<file path="config.mk">
export PLATFORM = sky130hd
export DESIGN_NAME = testport_monitor_flat
export DESIGN_NICKNAME = d
export VERILOG_FILES = /design/src/rtl/testport_pkg.sv /design/src/rtl/testport_monitor_if.sv /design/src/rtl/testport_fifo.sv /design/src/rtl/testport_monitor.sv /design/src/flat_wrapper.sv
export SDC_FILE = /design/constraint.sdc
export NUM_CORES = 1
export LEC_CHECK = 0
export ABC_CLOCK_PERIOD_IN_PS = 3730
export BUFFER_PORTS_ARGS = -buffer_cell sky130_fd_sc_hd__clkbuf_2
export CORE_MARGIN = 10
export CORE_UTILIZATION = 55
export DETAILED_ROUTE_END_ITERATION = 6
export GPL_ROUTABILITY_DRIVEN = 0
export HOLD_SLACK_MARGIN = 0.06
export PLACE_DENSITY_LB_ADDON = 0.2
export SKIP_LAST_GASP = 1
export SLEW_MARGIN = 25
export SYNTH_ARGS = -nofsm -noshare
export SYNTH_HDL_FRONTEND = slang
export SYNTH_SLANG_ARGS = --single-unit
</file>
<file path="constraint.sdc">
create_clock -name clk -period 3.73 [get_ports clk]
set_input_delay 0.746 -clock clk [delete_from_list [all_inputs] [get_ports clk]]
set_output_delay 0.746 -clock clk [all_outputs]
set_load 0.02 [all_outputs]
</file>
<file path="src/rtl/testport_pkg.sv">
// Shared constants, FSM state type and helpers for the test-port monitor.
package testport_pkg;

    localparam logic [29:0] TEST_PORT_DEF    = 30'h3FF;
    localparam logic [31:0] BEGIN_SYMBOL_DEF = 32'h0000_0168;
    localparam logic [31:0] END_SYMBOL_DEF   = 32'hFFFF_FD5D;

    typedef enum logic [1:0] {
        IDLE  = 2'd0,
        ARMED = 2'd1,
        DONE  = 2'd2
    } state_t;

    // Store data arrives little-endian; symbols and results are kept in readable order.
    function automatic logic [31:0] byte_swap(input logic [31:0] d);
        return {d[7:0], d[15:8], d[23:16], d[31:24]};
    endfunction

endpackage

</file>
<file path="src/rtl/testport_monitor_if.sv">
// Data-memory write snoop bus plus the result stream toward the checker.
interface testport_monitor_if;

    logic [29:0] addr;
    logic [31:0] data;
    logic        wen;
    logic        out_valid;
    logic [31:0] out_data;
    logic        out_ready;

    modport master (
        output addr, data, wen, out_ready,
        input  out_valid, out_data
    );

    modport slave (
        input  addr, data, wen, out_ready,
        output out_valid, out_data
    );

endinterface

</file>
<file path="src/rtl/testport_fifo.sv">
// Synchronous FIFO with registered storage; the head word is visible one cycle after its push.
module testport_fifo #(
    parameter int unsigned DEPTH = 4,
    parameter int unsigned WIDTH = 32
) (
    input  logic                       clk,
    input  logic                       rst,
    input  logic                       push,
    input  logic                       pop,
    input  logic [WIDTH-1:0]           wr_data,
    output logic [WIDTH-1:0]           rd_data,
    output logic                       full,
    output logic                       empty,
    output logic [$clog2(DEPTH):0]     count
);

    localparam int unsigned AW = $clog2(DEPTH);
    localparam logic [AW:0] FULL_COUNT = (AW + 1)'(DEPTH);

    logic [WIDTH-1:0] mem [DEPTH];
    logic [AW-1:0]    wr_ptr;
    logic [AW-1:0]    rd_ptr;
    logic             do_push;
    logic             do_pop;

    assign full    = (count == FULL_COUNT);
    assign empty   = (count == '0);
    assign do_pop  = pop && !empty;
    // When full, a same-cycle pop frees the slot the write pointer already addresses.
    assign do_push = push && (!full || do_pop);
    assign rd_data = empty ? '0 : mem[rd_ptr];

    always_ff @(posedge clk) begin
        if (rst) begin
            wr_ptr <= '0;
            rd_ptr <= '0;
            count  <= '0;
        end else begin
            if (do_push) begin
                wr_ptr <= wr_ptr + 1'b1;
            end
            if (do_pop) begin
                rd_ptr <= rd_ptr + 1'b1;
            end
            case ({do_push, do_pop})
                2'b10:   count <= count + 1'b1;
                2'b01:   count <= count - 1'b1;
                default: count <= count;
            endcase
        end
    end

    always_ff @(posedge clk) begin
        if (do_push) begin
            mem[wr_ptr] <= wr_data;
        end
    end

endmodule

</file>
<file path="src/rtl/testport_monitor.sv">
// Snoops stores to the test port, frames a session between BEGIN/END symbols and queues its words.
module testport_monitor
    import testport_pkg::*;
#(
    parameter logic [29:0] TEST_PORT    = TEST_PORT_DEF,
    parameter logic [31:0] BEGIN_SYMBOL = BEGIN_SYMBOL_DEF,
    parameter logic [31:0] END_SYMBOL   = END_SYMBOL_DEF,
    parameter int unsigned DEPTH        = 4
) (
    input  logic               clk,
    input  logic               rst,
    testport_monitor_if.slave  bus,
    output logic               armed,
    output logic               done,
    output logic               overflow,
    output logic [15:0]        duration
);

    localparam int unsigned CW = $clog2(DEPTH) + 1;
    localparam logic [CW-1:0] FULL_COUNT = CW'(DEPTH);

    state_t          state;
    state_t          state_next;
    logic            prev_wen;
    logic [31:0]     wdata;
    logic            qualified;
    logic            capture;
    logic            push;
    logic            pop;
    logic            drop;
    logic            fifo_full;
    logic            fifo_empty;
    logic [CW-1:0]   fifo_count;

    assign wdata     = byte_swap(bus.data);
    assign qualified = bus.wen && (bus.addr == TEST_PORT);
    // A cache stall holds wen high; only the rising edge of a qualified write is a capture.
    assign capture   = qualified && !prev_wen;
    assign pop       = bus.out_valid && bus.out_ready;
    assign drop      = push && fifo_full && !pop;

    assign armed         = (state == ARMED);
    assign done          = (state == DONE);
    assign bus.out_valid = !fifo_empty;

    always_comb begin
        state_next = state;
        push       = 1'b0;
        case (state)
            IDLE: begin
                if (capture && (wdata == BEGIN_SYMBOL)) begin
                    state_next = ARMED;
                end
            end
            ARMED: begin
                if (capture) begin
                    push = 1'b1;
                    if (wdata == END_SYMBOL) begin
                        state_next = DONE;
                    end
                end
            end
            DONE: begin
                state_next = DONE;
            end
            default: begin
                state_next = IDLE;
            end
        endcase
    end

    always_ff @(posedge clk) begin
        if (rst) begin
            state    <= IDLE;
            prev_wen <= 1'b0;
            overflow <= 1'b0;
            duration <= '0;
        end else begin
            state    <= state_next;
            prev_wen <= bus.wen;
            if (drop) begin
                overflow <= 1'b1;
            end
            if ((state == IDLE) && (state_next == ARMED)) begin
                duration <= '0;
            end else if ((state == ARMED) && (duration != '1)) begin
                duration <= duration + 16'd1;
            end
        end
    end

    always_ff @(posedge clk) begin
        if (!rst) begin
            assert (fifo_full == (fifo_count == FULL_COUNT) && fifo_empty == (fifo_count == '0))
                else $error("testport_fifo flags disagree with occupancy %0d", fifo_count);
        end
    end

    testport_fifo #(
        .DEPTH (DEPTH),
        .WIDTH (32)
    ) u_fifo (
        .clk     (clk),
        .rst     (rst),
        .push    (push),
        .pop     (pop),
        .wr_data (wdata),
        .rd_data (bus.out_data),
        .full    (fifo_full),
        .empty   (fifo_empty),
        .count   (fifo_count)
    );

endmodule

</file>
<file path="src/flat_wrapper.sv">
// flat-port wrapper written by rule: the top's interface ports become plain ports
module testport_monitor_flat import testport_pkg::*;
#(
    parameter logic [29:0] TEST_PORT    = TEST_PORT_DEF,
    parameter logic [31:0] BEGIN_SYMBOL = BEGIN_SYMBOL_DEF,
    parameter logic [31:0] END_SYMBOL   = END_SYMBOL_DEF,
    parameter int unsigned DEPTH        = 4
)
  (clk, rst, armed, done, overflow, duration, bus_addr, bus_data, bus_wen, bus_out_ready, bus_out_valid, bus_out_data);
  testport_monitor_if bus_i ();
  input  logic clk;
  input  logic rst;
  output logic armed;
  output logic done;
  output logic overflow;
  output logic [15:0] duration;
  input wire logic [$bits(bus_i.addr)-1:0] bus_addr;
  input wire logic [$bits(bus_i.data)-1:0] bus_data;
  input wire logic [$bits(bus_i.wen)-1:0] bus_wen;
  input wire logic [$bits(bus_i.out_ready)-1:0] bus_out_ready;
  output wire logic [$bits(bus_i.out_valid)-1:0] bus_out_valid;
  output wire logic [$bits(bus_i.out_data)-1:0] bus_out_data;
  assign bus_i.addr = bus_addr;
  assign bus_i.data = bus_data;
  assign bus_i.wen = bus_wen;
  assign bus_i.out_ready = bus_out_ready;
  assign bus_out_valid = bus_i.out_valid;
  assign bus_out_data = bus_i.out_data;
  testport_monitor #(.TEST_PORT(TEST_PORT), .BEGIN_SYMBOL(BEGIN_SYMBOL), .END_SYMBOL(END_SYMBOL), .DEPTH(DEPTH)) u_core (.clk(clk), .rst(rst), .bus(bus_i), .armed(armed), .done(done), .overflow(overflow), .duration(duration));
endmodule
</file>
* After elaboration in Yosys (flattened, before gate mapping)
Memory sizes are Yosys's and may differ from the RTL's. A register that Yosys moved wholly into a read port is not among the register bits.
Index checks and enable logic that the tools add are counted.
Widths: inputs -> output; s select.
** Storage, ports and cells
- Bits in read-only memories :: 0
- Input port bits :: 66
- Bits in latches :: 0
- Bits in writable memories :: 128
- Register bits :: 27
- Memories kept :: 1
- Word-level logic and storage cells :: 54
- Output and inout bits :: 52
** Operators by class
- Add/sub/neg operators :: 5
- Bitwise operators :: 0
- Multiply operators :: 0
- Reductions and logical operators :: 19
- Multiplexer cells :: 12
- $lt $le $gt $ge :: 0
- Equal/unequal tests :: 10
- Shift operators :: 0
- Divide/modulo/power cells :: 0
** Memory list
- u_core.u_fifo.mem :: depth 4, bits a word 32, rd ports 1, clocked after Yosys merged registers in 1, write ports 1, line testport_fifo.sv:20 : logic [WIDTH-1:0] mem [DEPTH];
** Operators by type and width (count)
- $eq 32x32->1 const B :: 1
- $eq 32x9->1 const B :: 1
- $mux 32 :: 1
- $eq 30x10->1 const B :: 1
- $add 16x1->16 const B :: 1
- $ne 16x16->1 const B :: 1
- $logic_and 1x1->1 :: 10
- $mux 2 :: 5
- $eq 2x1->1 const B :: 3
- $pmux 2 s3 :: 1
- $pmux 3 s2 :: 1
- $add 2x1->2 const B :: 2
- $eq 2x2->1 const B :: 2
- $logic_not 1->1 :: 4
- $mux 1 :: 4
- $add 3x1->3 const B :: 1
- $eq 3x3->1 const B :: 1
- $logic_not 3->1 :: 1
- $sub 3x1->3 const B :: 1
- $logic_not 2->1 :: 1
- $reduce_bool 2->1 :: 1
- $reduce_or 2->1 :: 1
- $logic_or 1x1->1 :: 1

* Longest topological paths before layout
- Depth after elaboration :: 9
- Gate-level depth with buffers :: 9
- Gate-level depth less buffers :: 9

* Cells and area by module
Synthesis repeated with hierarchy kept, for this count alone.
** Second synthesis, totals
- Cell total of the unflattened synthesis :: 409
- Area total of the unflattened synthesis :: 6595.1 um^2
** By module, submodules not included
- testport_fifo :: cells an instance 267, sequential area each 4023.9 um^2, area each 5417.7 um^2, times used 1
- testport_monitor :: cells an instance 142, sequential area each 400.4 um^2, area each 1177.4 um^2, times used 1

* Least setup slack after synthesis
OpenSTA, ideal clock, no wires.
- Kind :: input-to-reg
- Start point :: input bus_addr[11]
- End point :: memory u_core.u_fifo.mem[0][0] (enable)
- Arrival time :: 2.585 ns
- Setup time :: 0.392 ns
- Stages :: 4
- Required time :: 3.338 ns
- Buffers on the path :: 0
- Setup slack :: 0.753 ns
- Path through :: or4_4 -> nor4_4 -> and4bb_2 -> and2_1
** On the way
- Longest elaborated chain between the ends :: 8
** Ends and longest elaborated chain
- start, declared :: line flat_wrapper.sv:17 : input wire logic [$bits(bus_i.addr)-1:0] bus_addr;
- $eq 30x10->1 :: line testport_monitor.sv:36 : assign qualified = bus.wen && (bus.addr == TEST_PORT);
- $logic_and 1x1->1 :: line testport_monitor.sv:36
- $logic_and 1x1->1 :: line testport_monitor.sv:38 : assign capture = qualified && !prev_wen;
- $mux 1 :: line testport_monitor.sv:56 : if (capture) begin
- $mux 1 :: line testport_monitor.sv:49 : case (state)
- $logic_and 1x1->1 :: line testport_fifo.sv:30 : assign do_push = push && (!full || do_pop);
- $mux 1 :: line testport_fifo.sv:54 : if (do_push) begin
- $mux 1 (not written as such) :: line testport_fifo.sv:55 : mem[wr_ptr] <= wr_data;
- end, declared :: line testport_fifo.sv:20
No other way between the ends.

==> out/results.ini <==
[setup_path]
crit_type = flip-flop to output port
critPathRequiredTime_ps = 2980
ff2ff_path_depth = 6
crit_end = bus_out_data[13]
crit_arrival_ps = 2160
critPathMaxFanout = 23
regToRegEndpoint = u_core.u_fifo.mem[1][25]$_DFFE_PP_
critPathMaxStageDelay_ps = 580
slowest_stage = dfxtp_2
cp_cell_sequence = buf_12, mux4_2, and2_1, clkbuf_2
worstSetupEndpointType = output port
start_kind = flip-flop
r2r-start = u_core.state[1]$_SDFF_PP0_
regToRegSetupSlack_ps = 1500

[timing]
timing.final.crit_share_pct = 77.9
setup_viol = 0
max_freq_mhz = 344
slew_violations = 0
timing_hold_violations_final = 0
worst_slew_pin_slew_ps = 690
relSlewSlack_pct = 54.0
rsz0062_at_grt = no
finClkSkew_ps = 10.6
whs_ps = 484
tns_ps = 0
period_minus_slack_ps = 2910

[pwr]
power_leakage_nw = 2.83
vdd_drop_max_v = 0.000307
powerDensity_nw_per_um2 = 523

[detailed_routing]
detail-route-antenna-nets = 0
dr.pass1.iters = 4
wl_per_cell_um = 20.3
wl_met2_um = 7100
drt-met1-wl_um = 5670
dr_wl_met3_um = 1180
top_layer_used = met5
routed_wl_um = 14100
num_vias = 3980
drcViolationCount = 0
drtIter0Drc = 374
vias_per_cell = 5.74

[clocking]
clock_latency_ps = 410
cts_made_buffers = 17
cts_resized = 0
htreeDepth = 4
cts_tree = yes
path_clk_slew_ps = 60
clock_sinks = 157
post_cts_buffers = 0
cts_hold_buf = 0
clockBufferDepth = 2
cts-root-buf = clkbuf_16

[grt]
grt_pass1_vias = 4196
grt_use_total_pct = 17.4
antenna_found_initial = 2
grt_max_degree = 25
grt_pass1_wl_um = 22100
overflow = 0

[synthesis]
async_reset_ff_share_pct = 0
synth_top_area_share_pct = 58.9
synthTopCellsByArea = edfxtp_1, mux4_2, dfxtp_1
yosysWarnings = 0
synth.net_count = 477
yosys_most_used_dff = edfxtp_1
yosysTopAreaCell = edfxtp_1
ys_seq_elements = 157
yosysSeqAreaShare_pct = 67.8
netlist_instances = 405
syn_area_um2 = 6530
synth_edf_count = 128
syn_avg_cell_area_um2 = 16.1
ys_types = 46

[final_layout]
fin_nets = 609
areaGrowthSynthToFinish_pct = 21.5
final_core_util_pct = 68.9
drive_above_1_share_pct = 34.7
diodes = 0

[floorplan]
die_h_um = 129
fp-row-count = 39
core_um2 = 11500
die_area_um2 = 16600
die_x_um = 129
initial_core_util_pct = 56.7
io_pins = 118

[hold_path]
hold_class = flip-flop to flip-flop
worstHoldStart = u_core.overflow$_SDFFE_PP0P_
holdPathStages = 2

[place]
io_buffers = 117
dp_hpwl_um = 9690

[run]
maxCapViolCount = 0

[status]
status = finished clean

==> kinds of logic after synthesis <==
group | count (synthesis) | synth area share [%]
AND/OR/NAND/NOR | 144 | 13.2
flip-flops | 157 | 67.8
adder cells (fa/ha/maj) | 6 | 1.26
multiplexers | 39 | 12.2
AO/OA/AOI/OAI | 21 | 2.17
XOR/XNOR | 16 | 2.15
buffers and inverters | 22 | 1.34
==> power by group <==
group	switching [mW]	internal [mW]	total, mW	leakage, nW
Combinational	0.281	0.214	0.495	1.16
Clock	0.614	1.11	1.72	0.286
Sequential	0.0246	1.90	1.93	1.38
Total	0.920	3.22	4.14	2.83
==> worst min path at each step <==
stage                                   endpoint
global route        u_core.overflow$_SDFFE_PP0P_
floorplan                              flip-flop
CTS                 u_core.overflow$_SDFFE_PP0P_
detailed placement  u_core.overflow$_SDFFE_PP0P_
global placement    u_core.overflow$_SDFFE_PP0P_
finish              u_core.overflow$_SDFFE_PP0P_
==> synthesized netlist by cell type, drive strengths merged, types with 2 or more instances <==
master,number
a2111oi,4
a21oi,9
and2,37
and3,3
and4,3
buf,6
clkbuf,9
dfxtp,29
edfxtp,128
ha,5
inv,7
mux2,3
mux2i,4
mux4,32
nand2,13
nand2b,3
nand3,8
nand3b,2
nand4,13
nand4b,2
nor2,28
nor2b,2
nor3,8
nor4,10
nor4b,3
o21ai,2
o31ai,2
or3,2
xnor2,12
xor2,4
==> metal layers <==
metal / up-vias / GRT usage, %
li1: 1853 / -
met1: 1977 / 20.5
met2: 138 / 28.7
met3: 10 / 6.69
met4: 2 / 5.89
met5: - / 0
==> state kept, by name (all words and copies together), names as in the netlist, named ones only <==
signal                cells
u_core.state              2
u_core.prev_wen           1
u_core.overflow           1
u_core.u_fifo.count       3
u_core.duration          16
u_core.u_fifo.mem       128
u_core.u_fifo.rd_ptr      2
u_core.u_fifo.wr_ptr      2
==> critical path, delay by kind of cell (launching register included) <==
family / cells / cell delay (ps)
buffers and inverters: 2 / 430
AND/OR/NAND/NOR: 1 / 190
flip-flops: 1 / 580
multiplexers: 1 / 530
==> placed cells by master, fill, tap and decap left out, types with 5 or more instances in the layout <==
cell type  instances
a21oi_1            9
and2_1            37
buf_4              9
clkbuf_1           5
clkbuf_16         17
clkbuf_2         117
dfxtp_1           28
edfxtp_1         128
ha_1               5
inv_1              7
mux4_2            32
nand2_1           13
nand3_1            8
nand4_1           13
nor2_1            28
nor3_1             8
nor4_1             9
xnor2_1           12
==> stage by stage <==
stage	cells	area (um2)	total power [mW]	setup WS, ps
floorplan	405	6530	2.28	753
global placement	661	7340	2.46	877
detailed placement	661	7340	2.47	756
CTS	693	7930	4.18	759
global route	693	7930	4.29	666
finish	693	7930	4.14	824
==> layout make-up <==
| cell class | instances | area, um2 |
|---|---|---|
| sequential | 157 | 4430 |
| fill | 785 | 3580 |
| multi-input combinational | 226 | 2020 |
| timing repair buffer | 128 | 693 |
| clock buffer | 22 | 444 |
| tap | 143 | 179 |
| clock inverter | 10 | 145 |
| inverter | 7 | 26.3 |
Note: power is estimated with default switching activity, not from simulation.
